### src/rtl/timer_pkg.sv
// Shared BCD constants and preset validation for the seconds/minutes/hours timer stages.
package timer_pkg;

  localparam int              BCD_W        = 4;
  localparam logic [BCD_W-1:0] SEC_TENS_MAX = 4'd5;
  localparam logic [BCD_W-1:0] UNITS_MAX    = 4'd9;

  // A two-digit BCD value is loadable only if both digits sit inside their stage's range.
  function automatic logic bcd_valid(input logic [BCD_W-1:0] tens,
                                     input logic [BCD_W-1:0] units,
                                     input logic [BCD_W-1:0] tens_max);
    return (tens <= tens_max) && (units <= UNITS_MAX);
  endfunction

endpackage

### src/rtl/tick_prescaler.sv
// Divides clk down to a one-cycle tick_int every CLK_DIV running cycles.
// half_int marks the half-period point only when SEC_BLINK_EN is defined; otherwise it is tied low.
module tick_prescaler #(
  parameter int CLK_DIV = 100_000_000
) (
  input  logic clk,
  input  logic rst,
  input  logic run,
  input  logic clr,
  output logic tick_int,
  output logic half_int
);

  localparam int DIV_W = $clog2(CLK_DIV);

  logic [DIV_W-1:0] div_q;
  logic [DIV_W-1:0] div_d;
  logic             at_top;

  assign at_top   = (div_q == DIV_W'(CLK_DIV - 1));
  assign tick_int = at_top && run;

`ifdef SEC_BLINK_EN
  assign half_int = (div_q == DIV_W'(CLK_DIV / 2 - 1)) && run;
`else
  assign half_int = 1'b0;
`endif

  // NOTE: every variable driven in always_comb gets a default first, so no path can infer a latch.
  always_comb begin
    div_d = div_q;
    if (clr)
      div_d = '0;
    else if (run)
      div_d = at_top ? '0 : div_q + 1'b1;
  end

  // NOTE: state registers use non-blocking assignments so every flop samples the pre-edge values.
  always_ff @(posedge clk) begin
    if (rst)
      div_q <= '0;
    else
      div_q <= div_d;
  end

endmodule

### src/rtl/sec_tick_counter.sv
// Seconds stage of the timer chain: 1 Hz tick, BCD seconds 00..59, carry pulse and checked preset.
// Optional colon blink output is built only when SEC_BLINK_EN is defined.
module sec_tick_counter
  import timer_pkg::*;
#(
  parameter int CLK_DIV = 100_000_000
) (
  input  logic             clk,
  input  logic             rst,
  input  logic             run,
  input  logic             set_sec,
  input  logic [BCD_W-1:0] set_num1,
  input  logic [BCD_W-1:0] set_num2,
  output logic [BCD_W-1:0] out_q1,
  output logic [BCD_W-1:0] out_q2,
  output logic             out_co,
  output logic             tick,
  output logic             set_err,
  output logic             blink
);

  logic             tick_int;
  logic             half_int;
  logic             preset_ok;
  logic             load;
  logic             at_59;
  logic [BCD_W-1:0] tens_q, tens_d;
  logic [BCD_W-1:0] units_q, units_d;
  logic             tick_q, co_q, err_q;

  assign preset_ok = bcd_valid(set_num1, set_num2, SEC_TENS_MAX);
  assign load      = set_sec && preset_ok;
  assign at_59     = (tens_q == SEC_TENS_MAX) && (units_q == UNITS_MAX);

  tick_prescaler #(.CLK_DIV(CLK_DIV)) u_prescaler (
    .clk      (clk),
    .rst      (rst),
    .run      (run),
    .clr      (load),
    .tick_int (tick_int),
    .half_int (half_int)
  );

  // A valid preset wins over a due tick; an invalid one leaves counting untouched.
  always_comb begin
    tens_d  = tens_q;
    units_d = units_q;
    if (load) begin
      tens_d  = set_num1;
      units_d = set_num2;
    end else if (tick_int) begin
      if (units_q == UNITS_MAX) begin
        units_d = '0;
        tens_d  = (tens_q == SEC_TENS_MAX) ? '0 : tens_q + 1'b1;
      end else begin
        units_d = units_q + 1'b1;
      end
    end
  end

  always_ff @(posedge clk) begin
    if (rst) begin
      tens_q  <= '0;
      units_q <= '0;
      tick_q  <= 1'b0;
      co_q    <= 1'b0;
      err_q   <= 1'b0;
    end else begin
      tens_q  <= tens_d;
      units_q <= units_d;
      tick_q  <= tick_int && !load;
      co_q    <= tick_int && !load && at_59;
      err_q   <= set_sec && !preset_ok;
    end
  end

`ifdef SEC_BLINK_EN
  logic blink_q, blink_d;

  always_comb begin
    blink_d = blink_q;
    if (load)
      blink_d = 1'b1;
    else if (tick_int || half_int)
      blink_d = ~blink_q;
  end

  always_ff @(posedge clk) begin
    if (rst)
      blink_q <= 1'b0;
    else
      blink_q <= blink_d;
  end

  assign blink = blink_q;
`else
  logic unused_half;
  assign unused_half = half_int;
  assign blink       = 1'b0;
`endif

  assign out_q1  = tens_q;
  assign out_q2  = units_q;
  assign out_co  = co_q;
  assign tick    = tick_q;
  assign set_err = err_q;

endmodule

### config.mk
export PLATFORM = sky130hd
export DESIGN_NAME = sec_tick_counter
export DESIGN_NICKNAME = d
export VERILOG_FILES = /design/src/rtl/timer_pkg.sv /design/src/rtl/tick_prescaler.sv /design/src/rtl/sec_tick_counter.sv
export SDC_FILE = /design/constraint.sdc
export NUM_CORES = 1
export LEC_CHECK = 0
export BUFFER_PORTS_ARGS = -buffer_cell sky130_fd_sc_hd__buf_4
export CAP_MARGIN = 40
export CORE_ASPECT_RATIO = 1.4
export CORE_MARGIN = 4
export CORE_UTILIZATION = 55
export CTS_CLUSTER_SIZE = 12
export DETAILED_ROUTE_END_ITERATION = 10
export PLACE_DENSITY = 0.84
export RECOVER_POWER = 50
export SLEW_MARGIN = 0
export SYNTH_ARGS = -nofsm -noshare
export SYNTH_HDL_FRONTEND = slang
export SYNTH_HIERARCHICAL = 1
export SYNTH_SLANG_ARGS = --single-unit
### constraint.sdc
create_clock -name clk -period 2.5 [get_ports clk]
set_input_delay 0.5 -clock clk [delete_from_list [all_inputs] [get_ports clk]]
set_output_delay 0.5 -clock clk [all_outputs]
set_load 0.03 [all_outputs]
## Word-level counts from Yosys, hierarchy flattened

Index checks and enable logic that the tools add are counted.

- Add/subtract/negate cells: 3
- $lt $le $gt $ge: 2
- Equality and inequality tests: 3
- Mux-type cells: 8
- Reductions and logical operators: 13

Operators by type and width:

| kind | number |
|---|---|
| 4-bit two-way mux | 7 |
| 27-bit by 1-bit adder with 27-bit output, second input constant | 1 |
| 27-bit == test, second input constant | 1 |
| 27-bit two-way mux | 1 |
| 4-bit by 1-bit adder with 4-bit output, second input constant | 2 |
| 1-bit logical AND | 7 |
| 4-bit by 3-bit == test with 1-bit output, second input constant | 1 |
| 4-bit == test, second input constant | 1 |
| 4-bit by 3-bit <= comparator with 1-bit output, second input constant | 1 |
| 4-bit <= comparator, second input constant | 1 |
| 2-bit nonzero test | 2 |
| 1-bit logical NOT | 2 |
| 2-bit AND reduction | 1 |
| 2-bit OR reduction | 1 |

- Bits in registers: 38
- Bits of input ports: 12
- Output and inout bits: 12
- Word-level logic and storage cells: 35

## Longest topological paths before layout

- Depth after elaboration: 6
- Depth in mapped cells: 7
- Mapped depth without buffers: 7

## Cells and area by module

Netlist, hierarchy kept.

Modules (own cells, without submodules):

| module | times used | cells an instance | area each (um^2) | seq. area each (um^2) |
|---|---|---|---|---|
| tick_prescaler | 1 | 158 | 1358.8 | 540.5 |
| sec_tick_counter | 1 | 65 | 588.1 | 220.2 |

## Worst setup path after synthesis

Ideal clock, no wire load.

- Path kind: input -> register
- Start point: input run
- End point: register tens_q[2] (netlist: out_q1[2])
- Library setup time: 0.091 ns
- Arrival time: 2.208 ns
- Data required time: 2.409 ns
- Slack: 0.201 ns
- Stages on the path: 7
- Buffers on the path: 1
- Cell sequence: buf_4 > and4_1 > nand4_1 > nor2_1 > nand3b_4 > or4b_1 > a311oi_1

- Word-level cells in the longest chain between the ends: 3

RTL lines:

| element | RTL line | source |
|---|---|---|
| start, declared | sec_tick_counter.sv:10 | `input logic run,` |
| 1-bit logical AND | tick_prescaler.sv:21 | `assign tick_int = at_top && run;` |
| named net tick_int | sec_tick_counter.sv:22 | `logic tick_int;` |
| 2-bit nonzero test (no line) | n/a |  |
| 2-bit AND reduction (no line) | n/a |  |
| end signal, assigned | sec_tick_counter.sv:69 | `tens_q <= tens_d;` |
| end, declared | sec_tick_counter.sv:27 | `logic [BCD_W-1:0] tens_q, tens_d;` |

The timed path passes the listed nets, and every way through them passes these cells.
A chain may end at the register's enable or synchronous reset.

## Worst setup path after layout

- Start point: register u_prescaler.div_q[0]
- End point: register tens_q[2] (netlist: out_q1[2])

- Word-level cells in the longest chain between the ends: 4

RTL lines:

| element | RTL line | source |
|---|---|---|
| start, declared | tick_prescaler.sv:16 | `logic [DIV_W-1:0] div_q;` |
| start signal, assigned | tick_prescaler.sv:43 | `div_q <= div_d;` |
| 27-bit == test | tick_prescaler.sv:20 | `assign at_top = (div_q == DIV_W'(CLK_DIV - 1));` |
| 1-bit logical AND | tick_prescaler.sv:21 |  |
| named net tick_int | sec_tick_counter.sv:22 |  |
| 2-bit nonzero test (no line) | n/a |  |
| 2-bit AND reduction (no line) | n/a |  |

The timed path passes the listed nets, and every way through them passes these cells.

==> run_results.csv <==
group,metric,value,unit
floorplan,vertical_extent_of_the_die,78.2,um
cells_and_area,area_growth,12.8,%
job,max_cap_viol_count,0,
power,pwr_cell_area,526,nW/um^2
cells_and_area,fraction_of_layout_instances_using_a_drive_strength_above_1,12.0,%
power,finalPower,1.15,mW
cells_and_area,antennaDiodeCount,0,
critical_path,timing_worst_setup_path_type,"reg2reg",
sta,setup-violations-final,0,
global_route,grt_pass1_vias,1667,
cells_and_area,post-route-util,64.6,%
route,avgRoutedWirePerCell,14.4,um
critical_path,path_max_fanout,10,
sta,timing_max_transition_violations_final,0,
yosys,syn_nets,234,
floorplan,num_io_pins,24,
global_route,grt_pass1_wl,7230,um
route,routed_wire_length,4160,um
clock_network,cts_repair_resize_count,0,
sta,final_min_period_over_clock_period,91.1,%
critical_path,kind_of_end_point_of_the_critical_path,"flip-flop",
critical_path,critPathLaunch,"u_prescaler/div_q[0]",
route,firstDrtPassIters,4,
sta,fmaxAchievable,439,MHz
global_route,grt_max_degree,17,
yosys,mappedNetlistArea,1940,sq um
sta,transition_time_at_the_pin_with_the_least_slew_margin,0.660,ns
min_path,hold_path_startpoint,"rst",
cells_and_area,layout.cells.most_common,"sky130_fd_sc_hd__dfxtp_1",
clock_network,cts-hold-fix-buffers,0,
critical_path,cp_required,2.71,ns
clock_network,cts-htree-levels,2,
place,post-place-cells,281,
clock_network,tritoncts,"done",
place,place_hpwl,3070,um
clock_network,cts_buffer_depth,2,
yosys,yosysWarningCount,6,
yosys,syn_avg_cell_area,8.76,sq um
clock_network,cts.root.buffer_cell,"sky130_fd_sc_hd__clkbuf_8",
floorplan,dieWidth,58.1,um
place,dpl_cell_area,2140,sq um
critical_path,ff2ff_setup_slack,0.22,ns
cells_and_area,nets,261,
global_route,track_usage,19.9,%
floorplan,dieArea,4550,sq um
sta,finalSetupTns,0,ns
yosys,netlist_instances,221,
sta,grt_setup_unrepaired,"false",
critical_path,reg2reg_from,"u_prescaler/div_q[0]",
clock_network,clk_latency,0.29,ns
cells_and_area,fill_cell_instance_count_of_the_final_layout,293,
clock_network,path_clk_slew,0.08,ns
route,antenna_left,0,
critical_path,timing.critical_path.arrival,2.48,ns
place,place_congestion,0.882,
sta,clock-skew-final,0.00632,ns
global_route,grt_antenna_before_repair,0,
clock_network,clock_sink_count,38,
min_path,hold_path.class,"in2reg",
floorplan,initial_core_util,57.3,%
route,drtIter0Drc,49,
cells_and_area,fin_area,2180,sq um
route,via_count,1781,
floorplan,fp-row-count,25,
sta,hold_violations,0,
power,vdd.ir_drop.worst,457,uV
place,port-buffer-count,22,
clock_network,post-cts-setup-buffer-count,0,
clock_network,tritoncts.num_buffers,5,
route,drt-vias-per-instance,6.16,
sta,timing.max_slew.rel_slack,56.0,%
cells_and_area,stdcell_count,289,
floorplan,core_area,3380,sq um
outcome,outcome,"complete, no violations",
power,power.static_leakage,0.749,nW
cells_and_area,mostFrequentLayoutCells,"sky130_fd_sc_hd__dfxtp_1 (38), sky130_fd_sc_hd__nor2_1 (22), sky130_fd_sc_hd__clkbuf_1 (15), sky130_fd_sc_hd__buf_4 (15), sky130_fd_sc_hd__nand4_1 (14)",
critical_path,startpoint_type,"flip-flop",
sta,period_minus_slack,2.28,ns
route,drcViolationCount,0,
global_route,grt_overflow_total,0,
==> per-layer routing <==
metal,global-route usage [%],share of wire [%],vias up,wire [um]
met5,0,0,-,0
met1,24.0,42,850,1760
met3,3.29,4.6,5,190
li1,-,-,881,-
met2,33.6,52,45,2150
met4,9.28,1.4,0,57
==> flip-flops by register name, indices dropped and copies added (netlist names) <==
register           count
u_prescaler/div_q     27
out_q1                 4
set_err                1
tick                   1
out_co                 1
out_q2                 4
==> where the power goes <==
part / switching (mW) / leakage (nW) / internal (mW) / total, mW
clock: 0.211 / 0.0482 / 0.222 / 0.433
sequential: 0.0128 / 0.307 / 0.615 / 0.628
combinational: 0.0553 / 0.393 / 0.0316 / 0.0869
==> cell type report <==
cell class	instances	area (sq um)	share of cell area, %
inverters	5	18.8	0.860
multi-input cells	169	1100	50.3
clock inverters	1	5.00	0.229
well taps	40	50.0	2.29
repair buffers	29	165	7.56
flip-flops and latches	38	761	34.8
clock buffers	7	86.3	3.95
==> metrics by stage <==
stage	setup slack, ns	hold slack (ns)
detailed placement	0.200	0.474
CTS	0.192	0.466
global placement	0.278	0.465
floorplan	0.201	0.447
global route	0.0486	0.479
finish	0.223	0.469
==> path summary, 6_finish.rpt <==
check                                        endpoint  depth (start not counted)
worst max-delay path                        out_q1[2]                          7
worst min-delay path                        out_q1[1]                          2
worst max register to register              out_q1[2]                          7
worst min register to register  u_prescaler/div_q[26]                          2
==> worst max-delay path: stages (launching register included) <==
cell,delay [ns]
sky130_fd_sc_hd__dfxtp_1,0.39
sky130_fd_sc_hd__ha_1,0.22
sky130_fd_sc_hd__and4_1,0.26
sky130_fd_sc_hd__nand4_1,0.16
sky130_fd_sc_hd__nor2_1,0.25
sky130_fd_sc_hd__nand3b_4,0.16
sky130_fd_sc_hd__or4b_1,0.52
sky130_fd_sc_hd__a311oi_1,0.25
Note: power is estimated with default switching activity, not from simulation.
